<file path="src/rtl/search_feeder_if.sv">
// Byte stream into the search feeder: valid/ready handshake carrying data and
// an end-of-frame flag.
interface search_feeder_if;
  logic       in_valid;
  logic [7:0] in_data;
  logic       in_last;
  logic       in_ready;

  modport master (output in_valid, output in_data, output in_last, input in_ready);
  modport slave  (input in_valid, input in_data, input in_last, output in_ready);
endinterface

</file>
<file path="src/rtl/search_feeder.sv">
// Upstream sequencer for the mk_SEARCH pattern-count stage. Buffers bytes in a
// small FIFO, issues each one to the search stage with a one-cycle start code,
// samples num_matches a fixed latency later and accumulates per-frame totals.
//
// state | meaning
// IDLE  | waiting for a buffered byte; pops it into data_r/last_r when present
// ISSUE | search_control = 01 for this single cycle, wait counter loaded
// WAIT  | search_control = 00, counting down to the num_matches sample edge
module search_feeder #(
  parameter int DEPTH   = 4,
  parameter int LATENCY = 2
) (
  input  logic         CLK,
  input  logic         RST_N,
  search_feeder_if.slave in_if,
  input  logic         cfg_load,
  input  logic [3:0]   cfg_str,
  output logic [3:0]   str,
  output logic [7:0]   data,
  output logic [1:0]   search_control,
  input  logic [7:0]   num_matches,
  output logic         busy,
  output logic         frame_valid,
  output logic [15:0]  frame_total,
  output logic [7:0]   frame_words
);

  localparam int AW = $clog2(DEPTH);
  localparam int CW = $clog2(LATENCY + 1);

  typedef enum logic [1:0] {IDLE, ISSUE, WAIT} state_t;

  state_t          state;
  logic [8:0]      mem [DEPTH];
  logic [AW-1:0]   wr_ptr;
  logic [AW-1:0]   rd_ptr;
  logic [AW:0]     count;
  logic            full;
  logic            empty;
  logic            push;
  logic            pop;
  logic [8:0]      rd_entry;

  logic [7:0]      data_r;
  logic            last_r;
  logic [3:0]      str_r;
  logic [CW-1:0]   wait_cnt;
  logic [15:0]     acc;
  logic [7:0]      wcnt;
  logic [16:0]     acc_sum;
  logic [15:0]     acc_next;
  logic [7:0]      wcnt_next;

  assign full     = (count == (AW+1)'(DEPTH));
  assign empty    = (count == '0);
  // Ready comes from the pre-pop count, so a full FIFO never accepts even if
  // the FSM pops on the same edge.
  assign in_if.in_ready = !full;
  assign push     = in_if.in_valid && !full;
  assign pop      = (state == IDLE) && !empty;
  assign rd_entry = mem[rd_ptr];

  assign acc_sum   = {1'b0, acc} + {9'b0, num_matches};
  assign acc_next  = acc_sum[16] ? 16'hFFFF : acc_sum[15:0];
  assign wcnt_next = (wcnt == 8'hFF) ? 8'hFF : wcnt + 8'd1;

  assign data = data_r;
  assign str  = str_r;
  assign busy = (state != IDLE) || !empty;

  // FIFO storage; entries are {last, data}.
  always_ff @(posedge CLK) begin
    if (push) mem[wr_ptr] <= {in_if.in_last, in_if.in_data};
  end

  // FIFO pointers and occupancy.
  always_ff @(posedge CLK or negedge RST_N) begin
    if (!RST_N) begin
      wr_ptr <= '0;
      rd_ptr <= '0;
      count  <= '0;
    end else begin
      if (push) wr_ptr <= wr_ptr + AW'(1);
      if (pop)  rd_ptr <= rd_ptr + AW'(1);
      case ({push, pop})
        2'b10:   count <= count + (AW+1)'(1);
        2'b01:   count <= count - (AW+1)'(1);
        default: count <= count;
      endcase
    end
  end

  // Pattern register only changes between frames, never while work is pending.
  always_ff @(posedge CLK or negedge RST_N) begin
    if (!RST_N) str_r <= 4'h0;
    else if (cfg_load && (state == IDLE) && empty) str_r <= cfg_str;
  end

  // Issue/wait sequencer with accumulation and frame-end reporting.
  always_ff @(posedge CLK or negedge RST_N) begin
    if (!RST_N) begin
      state          <= IDLE;
      data_r         <= 8'h00;
      last_r         <= 1'b0;
      search_control <= 2'b00;
      wait_cnt       <= '0;
      acc            <= 16'h0000;
      wcnt           <= 8'h00;
      frame_valid    <= 1'b0;
      frame_total    <= 16'h0000;
      frame_words    <= 8'h00;
    end else begin
      frame_valid <= 1'b0;
      case (state)
        IDLE: begin
          if (!empty) begin
            data_r         <= rd_entry[7:0];
            last_r         <= rd_entry[8];
            search_control <= 2'b01;
            state          <= ISSUE;
          end
        end
        ISSUE: begin
          search_control <= 2'b00;
          wait_cnt       <= CW'(LATENCY);
          state          <= WAIT;
        end
        WAIT: begin
          if (wait_cnt == CW'(1)) begin
            wait_cnt <= '0;
            state    <= IDLE;
            if (last_r) begin
              // Clearing here lets the next frame's first byte pop right away
              // without inheriting anything from this one.
              frame_total <= acc_next;
              frame_words <= wcnt_next;
              frame_valid <= 1'b1;
              acc         <= 16'h0000;
              wcnt        <= 8'h00;
            end else begin
              acc  <= acc_next;
              wcnt <= wcnt_next;
            end
          end else begin
            wait_cnt <= wait_cnt - CW'(1);
          end
        end
        default: begin
          search_control <= 2'b00;
          state          <= IDLE;
        end
      endcase
    end
  end

endmodule

</file>
<file path="src/flat_wrapper.sv">
// flat-port wrapper written by rule: the top's interface ports become plain ports
module search_feeder_flat 
#(
  parameter int DEPTH   = 4,
  parameter int LATENCY = 2
)
  (CLK, RST_N, cfg_load, cfg_str, str, data, search_control, num_matches, busy, frame_valid, frame_total, frame_words, in_if_in_valid, in_if_in_data, in_if_in_last, in_if_in_ready);
  search_feeder_if in_if_i ();
  input  logic CLK;
  input  logic RST_N;
  input  logic cfg_load;
  input  logic [3:0] cfg_str;
  output logic [3:0] str;
  output logic [7:0] data;
  output logic [1:0] search_control;
  input  logic [7:0] num_matches;
  output logic busy;
  output logic frame_valid;
  output logic [15:0] frame_total;
  output logic [7:0] frame_words;
  input wire logic [$bits(in_if_i.in_valid)-1:0] in_if_in_valid;
  input wire logic [$bits(in_if_i.in_data)-1:0] in_if_in_data;
  input wire logic [$bits(in_if_i.in_last)-1:0] in_if_in_last;
  output wire logic [$bits(in_if_i.in_ready)-1:0] in_if_in_ready;
  assign in_if_i.in_valid = in_if_in_valid;
  assign in_if_i.in_data = in_if_in_data;
  assign in_if_i.in_last = in_if_in_last;
  assign in_if_in_ready = in_if_i.in_ready;
  search_feeder #(.DEPTH(DEPTH), .LATENCY(LATENCY)) u_core (.CLK(CLK), .RST_N(RST_N), .in_if(in_if_i), .cfg_load(cfg_load), .cfg_str(cfg_str), .str(str), .data(data), .search_control(search_control), .num_matches(num_matches), .busy(busy), .frame_valid(frame_valid), .frame_total(frame_total), .frame_words(frame_words));
endmodule
</file>
<file path="config.mk">
export PLATFORM = sky130hd
export DESIGN_NAME = search_feeder_flat
export DESIGN_NICKNAME = d
export VERILOG_FILES = /design/src/rtl/search_feeder_if.sv /design/src/rtl/search_feeder.sv /design/src/flat_wrapper.sv
export SDC_FILE = /design/constraint.sdc
export NUM_CORES = 1
export LEC_CHECK = 0
export CAP_MARGIN = 20
export CORE_MARGIN = 2
export CORE_UTILIZATION = 40
export CTS_CLUSTER_DIAMETER = 50
export DETAILED_ROUTE_END_ITERATION = 10
export GPL_ROUTABILITY_DRIVEN = 0
export GPL_TIMING_DRIVEN = 0
export PLACE_DENSITY = 0.72
export SKIP_CTS_REPAIR_TIMING = 1
export SLEW_MARGIN = 25
export SYNTH_ARGS = -nofsm -noshare
export SYNTH_HDL_FRONTEND = slang
export SYNTH_SLANG_ARGS = --single-unit
</file>
<file path="constraint.sdc">
create_clock -name CLK -period 3.31 [get_ports CLK]
set_input_delay 0.662 -clock CLK [delete_from_list [all_inputs] [get_ports CLK]]
set_output_delay 0.662 -clock CLK [all_outputs]
set_load 0.02 [all_outputs]
</file>
==> impl_metrics.ini, run 1 <==
[route]
dr.pass1.iters = 4
drc_errors = 0
drt_iter0_drc = 193
vias = 3492
ant_nets = 0
post_drt_wl_per_cell_um = 15.1
wl_um = 10200
via_per_inst = 5.17

[finish]
fin_util_pct = 50.0
seq_area_um2 = 2930
diodes = 0
drive_gt1_share_pct = 12.5
fillCellCount = 1177
multi_input_area_um2 = 1980
nNetsFinal = 544
area.growth.synth_to_final_pct = 23.2

[pwr]
ir_drop_mv = 0.467
total_power_w = 0.00527
p_leak_nw = 2.53
power_density_nw_per_um2 = 842

[synthesis]
syn_inst = 422
ys_types = 55
synth-edff-count = 36
netlist_area_um2 = 5080
ys_seq_area_share_pct = 57.7
syn-num-nets = 468
avgSynthCellArea_um2 = 12.0
synth_top_area_cell = dfrtp_1
yosysWarningCount = 0
yosys.area.top_type_share_pct = 36.4
postSynth.asyncResetShare_pct = 67.3
synth.top_cells.by_area = dfrtp_1 (36%), edfxtp_1 (21%), ha_1 (4.7%), mux4_2 (4.0%), mux2_2 (2.9%)
synth-main-ff-cell = dfrtp_1
ys_ff_latch = 110

[clock_tree]
cts_tree = done
numCtsBuffers = 9
cts_root_buffer = clkbuf_16
insertion_delay_ns = 0.35
clk_path_buf_depth = 2
cts_max_level = 3
clkSinkCount = 110
path_clk_slew_ns = 0.07

[worst_setup_path]
path_cells = clkdlybuf4s50_1 > ha_1 > fa_1 > a211oi_1 > o21ai_2 > o21ai_2 > or2_1 > buf_6 > buf_8 > a31oi_1 > o22a_1
r2r_cells = 10
crit_path_start_kind = input port
worstPathRequired_ns = 3.54
critPathKind = in2reg
cp.arrival_ns = 3.12
crit_top_cell = o21ai_2
slowest_stage = fa_1
critPathMaxFanout = 10
slowest_delay_ns = 0.43
cp-end-kind = flip-flop

[sta]
setup_tns_ns = 0
slew_headroom_pct = 54.2
setup_viol = 0
tightest_slew_ns = 0.688
min_period_over_period_pct = 87.2
rsz0062_at_grt = no
max_freq_mhz = 346
final_hold_viol_count = 0
fin_crit_ns = 2.89
fin_skew_ns = 0.00642
drv_slew = 0

[global_routing]
grt_max_degree = 52
antenna_found_initial = 0
grt_pass1_wl_um = 16600
grt_pass1_vias = 3465
grt_usage_pct = 16.0
grt_remaining_overflow = 0

[die]
rows = 41
dieArea_um2 = 13600
die_y_um = 117
die_w_um = 117
ios = 66
coreArea_um2 = 12500
start_util_pct = 40.6

[run]
maxCapViolCount = 0

[placement]
dp_hpwl_um = 7290
port_buffers = 64

[worst_hold_path]
hp-class = in2async

[outcome]
status = finished clean
## registers in the layout, summed over array words and instances (netlist names)
| register | cells |
|---|---|
| u_core.last_r | 1 |
| u_core.wcnt | 8 |
| u_core.state | 2 |
| u_core.frame_valid | 1 |
| u_core.search_control | 1 |
| u_core.frame_words | 8 |
| u_core.count | 3 |
| u_core.rd_ptr | 2 |
| u_core.acc | 16 |
| u_core.wait_cnt | 2 |
| u_core.str | 4 |
| u_core.wr_ptr | 2 |
| u_core.mem | 36 |
| u_core.data | 8 |
| u_core.frame_total | 16 |
## layout by cell type (no fill, tap or decap), types with 5 or more instances in the layout
cell type,Yosys,final
o21ai_0,27,27
xor2_1,6,6
inv_1,13,13
nor2_1,27,27
xnor2_1,13,13
buf_2,7,7
clkdlybuf4s50_1,0,63
edfxtp_1,36,36
ha_1,19,19
a31o_2,5,5
dfrtp_1,74,74
clkbuf_16,0,9
nor2b_1,5,5
mux2_2,13,13
a21o_1,5,5
a31oi_1,17,17
clkbuf_1,11,12
nand2_1,34,34
and3_1,7,7
a21oi_1,29,29
nand3_1,15,15
mux4_2,9,9
## cell usage after synthesis, types with 7 or more instances
master / n
nand2_1: 34
o21ai_0: 27
dfrtp_1: 74
ha_1: 19
a21oi_1: 29
mux4_2: 9
nor2_1: 27
nand3_1: 15
xnor2_1: 13
edfxtp_1: 36
a31oi_1: 17
mux2_2: 13
clkbuf_1: 11
inv_1: 13
buf_2: 7
and3_1: 7
## critical path: cells and delay by family
kind                     cells  cell delay [ns]
AO/OA/AOI/OAI                5             1.00
adder cells (fa/ha/maj)      2             0.65
buffers and inverters        3             0.65
AND/OR/NAND/NOR              1             0.15
## layer usage
metal	global-route usage [%]	share of wire (%)	up-vias
met2	28.7	52	78
li1	-	-	1676
met1	19.0	43	1727
met4	4.78	1.2	0
met5	0	0	-
met3	3.74	3.9	11
## cell type report
cell class / instances / area share (%)
buffer: 22 / 1.82
sequential: 110 / 46.9
clock inverter: 6 / 1.10
clock buffer: 10 / 3.66
tap: 172 / 3.44
inverter: 14 / 0.839
multi-input combinational: 276 / 31.7
timing repair buffer: 65 / 10.6
## path summary, 6_finish.rpt
path	slack, ns	from	end
worst max-delay path	0.42	num_matches[0]	u_core.acc[8]
worst min-delay path	0.21	RST_N	u_core.frame_total[3]
worst max register to register	0.49	u_core.state[0]	u_core.count[2]
worst min register to register	0.48	u_core.frame_total[10]	u_core.frame_total[10]
max in group asynchronous	2.55	RST_N	u_core.wcnt[0]
min in group CLK	0.48	u_core.frame_total[10]	u_core.frame_total[10]
## power by group
group / switching [W] / internal [W] / total, W
combinational: 0.00113 / 0.00103 / 0.00216
sequential: 0.000213 / 0.00182 / 0.00203
clock: 0.000490 / 0.000594 / 0.00108
total: 0.00183 / 0.00344 / 0.00527
## cells by family (layout without fill, tap and decap cells)
family / Yosys count / count (layout) / synth area share (%)
AOI/OAI and AO/OA: 108 / 108 / 13.6
xor gates and xnor gates: 19 / 19 / 3.28
adders and majority gates: 21 / 21 / 5.47
buffers and inverters: 36 / 117 / 3.27
DFF: 110 / 110 / 57.7
muxes: 23 / 23 / 7.07
other: 1 / 1 / 0.0738
and+or+nand+nor: 104 / 104 / 9.53
## stage by stage
step | cells | cell area (um2) | setup WS [ns] | hold WS, ns
floorplan | 422 | 5080 | 0.737 | 0.366
global route | 675 | 6260 | 0.289 | 0.227
CTS | 675 | 6260 | 0.439 | 0.213
finish | 675 | 6260 | 0.423 | 0.211
detailed placement | 659 | 5960 | 0.0803 | 0.466
global placement | 658 | 5940 | -0.993 | 0.457
(Power assumes the default switching activity.)
==> inputs of run 2 (changes only) <==
Settings changed: CORE_ASPECT_RATIO from default to 0.5.
==> run 2 against run 1 <==
Fmax is 0.40% higher. Clock power is 4% higher. Sequential power hardly changed. Clock skew is 0.0078 ns higher. Clock-buffer cell count is 1 lower. Final cell count is 0.30% lower. Design area is 0.34% higher. Register-to-register slack hardly changed. Critical path type unchanged.
==> impl_metrics.ini, run 2 (same netlist as run 1, synthesis figures left out) <==
[outcome]
status = finished clean

[sta]
tightest_slew_ns = 0.648
final_hold_viol_count = 0
slew_headroom_pct = 56.8
max_freq_mhz = 348
rsz0062_at_grt = no
drv_slew = 0
setup_viol = 0
fin_skew_ns = 0.0143
min_period_over_period_pct = 86.9
fin_crit_ns = 2.88

[global_routing]
grt_usage_pct = 16.4
grt_pass1_wl_um = 17700
grt_pass1_vias = 3655
grt_max_degree = 49
antenna_found_initial = 0
grt_remaining_overflow = 0

[worst_setup_path]
critPathMaxFanout = 10
crit_path_start_kind = input port
worstPathRequired_ns = 3.57
cp.arrival_ns = 3.13
cp-end-kind = flip-flop
critPathKind = in2reg

[route]
post_drt_wl_per_cell_um = 15.3
wl_um = 10300
drc_errors = 0
vias = 3462
drt_iter0_drc = 182
via_per_inst = 5.14
dr.pass1.iters = 4
ant_nets = 0

[clock_tree]
cts_tree = done
path_clk_slew_ns = 0.09
cts_root_buffer = clkbuf_16
insertion_delay_ns = 0.36
clkSinkCount = 110
numCtsBuffers = 9
cts_max_level = 3
clk_path_buf_depth = 2

[finish]
area.growth.synth_to_final_pct = 23.6
layout_commonest_cell = dfrtp_1
nNetsFinal = 544
layout_common_cells = dfrtp_1 (74), clkdlybuf4s50_1 (63), edfxtp_1 (36), nand2_1 (34), a21oi_1 (29)
diodes = 0
fillCellCount = 1104
reg.largest.list = u_core.mem (36), u_core.acc (16), u_core.frame_total (16)
final_area_um2 = 6280
regMostFlops = u_core.mem
fin_util_pct = 50.2
drive_gt1_share_pct = 12.9
largest_reg_flops = 36

[die]
dieArea_um2 = 13700
rows = 29
coreArea_um2 = 12500
die_w_um = 163
die_y_um = 83.7
start_util_pct = 40.6
ios = 66

[worst_hold_path]
hp-class = in2async

[placement]
dp_hpwl_um = 7270
placed_area_um2 = 5960
port_buffers = 64

[pwr]
power_density_nw_per_um2 = 844
p_leak_nw = 2.54
ir_drop_mv = 0.399

[run]
maxCapViolCount = 0
## run 2: cell count changes in the layout (fill, tap and decap cells not counted), sizes merged
cell and change:
clkinv +2, clkbuf -1, bufinv -1
## run 2: final timing paths
check	startpoint	endpoint	slack, ns	depth (start not counted)
worst min-delay path	RST_N	u_core.frame_total[14]	0.22	1
worst min register to register	u_core.frame_total[10]	u_core.frame_total[10]	0.48	2
worst max register to register	u_core.state[1]	u_core.count[2]	0.49	10
worst max-delay path	num_matches[0]	u_core.acc[8]	0.43	11
min in group CLK	u_core.frame_total[10]	u_core.frame_total[10]	0.48	2
max in group asynchronous	RST_N	u_core.rd_ptr[1]	2.52	2
## run 2: cell type report
cell class,instances,area [um2],area share [%]
Buffer,22,114,1.81
Timing Repair Buffer,65,666,10.6
Clock buffer,9,225,3.59
Clock inverter,7,96.3,1.53
Sequential cell,110,2930,46.7
Tap cell,170,213,3.39
Multi-Input combinational cell,276,1980,31.6
Inverter,14,52.6,0.837
## run 2: through the flow
| stage | hold slack (ns) | total power, W | instances | TNS (ns) | setup WS (ns) |
|---|---|---|---|---|---|
| 2_1_floorplan | 0.366 | 0.00347 | 422 | 0 | 0.737 |
| 3_3_place_gp | 0.463 | 0.00414 | 656 | -82.81 | -1.13 |
| 3_5_place_dp | 0.473 | 0.00423 | 657 | 0 | 0.0965 |
| 4_1_cts | 0.227 | 0.00536 | 673 | 0 | 0.423 |
| 5_1_grt | 0.239 | 0.00569 | 673 | 0 | 0.166 |
| 6_report | 0.216 | 0.00530 | 673 | 0 | 0.435 |
## run 2: metal layers
layer  vias up  routed length, um  GRT usage (%)  part of all wire (%)
met5         -                  0              0                     0
met4         0                106           4.51                   1.0
met3         9                547           4.32                   5.3
met2        75               4830           26.2                    47
met1      1705               4790           22.1                    47
li1       1673                  -              -                     -
## run 2: worst max-delay path: stages
cell	delay (ns)
clkdlybuf4s50_1	0.41
ha_1	0.23
fa_1	0.43
a211oi_1	0.38
o21ai_2	0.15
o21ai_2	0.16
or2_1	0.14
buf_6	0.12
buf_8	0.13
a31oi_1	0.09
o22a_1	0.22
## run 2: power by group
group	internal [W]	total (W)	switching [W]
clock network	0.000551	0.00112	0.000571
logic	0.00103	0.00215	0.00112
registers	0.00182	0.00203	0.000213
total	0.00340	0.00530	0.00191
==> inputs of run 3 (changes only) <==
Settings changed: CORE_MARGIN 2 to default, SLEW_MARGIN 25 to default.
==> run 3 against run 2 <==
Setup slack lost 0.014 ns. Clock skew is 0.0064 ns lower. Final cell count fell by 0.74%. Clock-buffer cell count did not move. Register-to-register slack gained 0.07 ns. Utilization up 1.8 points. Sequential cell count unchanged. Non-clock buffer count stayed put. First-iteration DRC count rose by 21%. Sequential power about the same.
==> impl_metrics.ini, run 3 (same netlist as run 1, synthesis figures left out) <==
[outcome]
status = finished clean

[clock_tree]
clk_path_buf_depth = 2
path_clk_slew_ns = 0.07
insertion_delay_ns = 0.35
cts_root_buffer = clkbuf_16
numCtsBuffers = 9
cts_tree = done
clkSinkCount = 110
cts_max_level = 3

[finish]
seq_area_um2 = 2930
layout_common_cells = dfrtp_1 (74), clkdlybuf4s50_1 (63), edfxtp_1 (36), nand2_1 (34), a21oi_1 (29)
nNetsFinal = 544
diodes = 0
largest_reg_flops = 36
area.growth.synth_to_final_pct = 23.6
fin_util_pct = 52.0
multi_input_area_um2 = 1980
fillCellCount = 1057
regMostFlops = u_core.mem
layout_commonest_cell = dfrtp_1
reg.largest.list = u_core.mem (36), u_core.acc (16), u_core.frame_total (16)
drive_gt1_share_pct = 12.7

[worst_setup_path]
worstPathRequired_ns = 3.54
slowest_delay_ns = 0.43
critPathMaxFanout = 10
critPathKind = in2reg
path_cells = clkdlybuf4s50_1 > ha_1 > fa_1 > a211oi_1 > o21ai_2 > o21ai_2 > or2_1 > buf_6 > buf_8 > a31oi_1 > o22a_1
crit_path_start_kind = input port
crit_top_cell = o21ai_2
slowest_stage = fa_1
cp.arrival_ns = 3.12
critPathLaunch = num_matches[0]
r2r_start = u_core.state[1]
cp-end-kind = flip-flop

[global_routing]
grt_usage_pct = 16.3
grt_max_degree = 57
grt_remaining_overflow = 0
antenna_found_initial = 0
grt_pass1_vias = 3281
grt_pass1_wl_um = 16400

[pwr]
ir_drop_mv = 0.294
total_power_w = 0.00537
power_density_nw_per_um2 = 855
p_leak_nw = 2.54

[run]
maxCapViolCount = 0

[route]
post_drt_wl_per_cell_um = 15.2
via_per_inst = 5.14
drt_iter0_drc = 220
drc_errors = 0
vias = 3436
dr.pass1.iters = 4
wl_um = 10200
ant_nets = 0

[sta]
setup_viol = 0
tightest_slew_ns = 0.662
min_period_over_period_pct = 87.3
drv_slew = 0
fin_crit_ns = 2.89
max_freq_mhz = 346
slew_headroom_pct = 55.9
rsz0062_at_grt = no
final_hold_viol_count = 0
fin_skew_ns = 0.00788

[die]
die_w_um = 161
die_y_um = 81.7
ios = 66
dieArea_um2 = 13200
start_util_pct = 42.0
rows = 28
coreArea_um2 = 12100

[worst_hold_path]
hp-class = in2async

[placement]
dp_hpwl_um = 7170
port_buffers = 64
## run 3: cell count changes in the layout (fill, tap and decap cells not counted), sizes merged
cell | before | now
clkinv | 5 | 3
bufinv | 0 | 2
## run 3: area by class of cell
type	count	area share [%]
Clock buffer	9	3.58
Clock inverter	7	1.65
Timing Repair Buffer	65	10.6
Tap cell	165	3.29
Multi-Input combinational cell	276	31.5
Inverter	14	0.836
Buffer	22	1.81
Sequential cell	110	46.7
## run 3: through the flow
stage	hold WS, ns	setup slack, ns	area, um2	instances	setup TNS, ns
2_1_floorplan	0.366	0.737	5080	422	0
3_3_place_gp	0.466	-1.17	5930	651	-85.92
3_5_place_dp	0.458	0.0371	5950	652	0
4_1_cts	0.192	0.411	6280	668	0
5_1_grt	0.199	0.244	6280	668	0
6_report	0.188	0.421	6280	668	0
## run 3: report_power, final
| part | internal [W] | total (W) | switching (W) | leakage (nW) |
|---|---|---|---|---|
| logic | 0.00103 | 0.00215 | 0.00112 | 1.17 |
| registers | 0.00182 | 0.00203 | 0.000212 | 1.21 |
| clock network | 0.000676 | 0.00119 | 0.000510 | 0.161 |
| total | 0.00352 | 0.00537 | 0.00185 | 2.54 |
## run 3: final timing paths
kind | endpoint | slack (ns) | depth (start not counted)
min in group CLK | u_core.frame_total[10] | 0.47 | 2
max reg2reg | u_core.count[2] | 0.56 | 10
min reg2reg | u_core.frame_total[10] | 0.47 | 2
max | u_core.acc[8] | 0.42 | 11
min | u_core.data[7] | 0.19 | 1
max in group asynchronous | u_core.acc[12] | 2.55 | 2
## run 3: worst max-delay path: cells and delay by family
kind | cells | cell delay, ns
and+or+nand+nor | 1 | 0.14
AOI/OAI and AO/OA | 5 | 1.02
buffers and inverters | 3 | 0.66
adders and majority gates | 2 | 0.66
## run 3: layer usage
layer / GRT usage, % / part of all wire (%) / vias up
met5: 0 / 0 / -
met4: 5.75 / 1.0 / 0
met3: 4.04 / 4.3 / 10
met2: 29.1 / 49 / 57
met1: 19.6 / 45 / 1681
li1: - / - / 1688
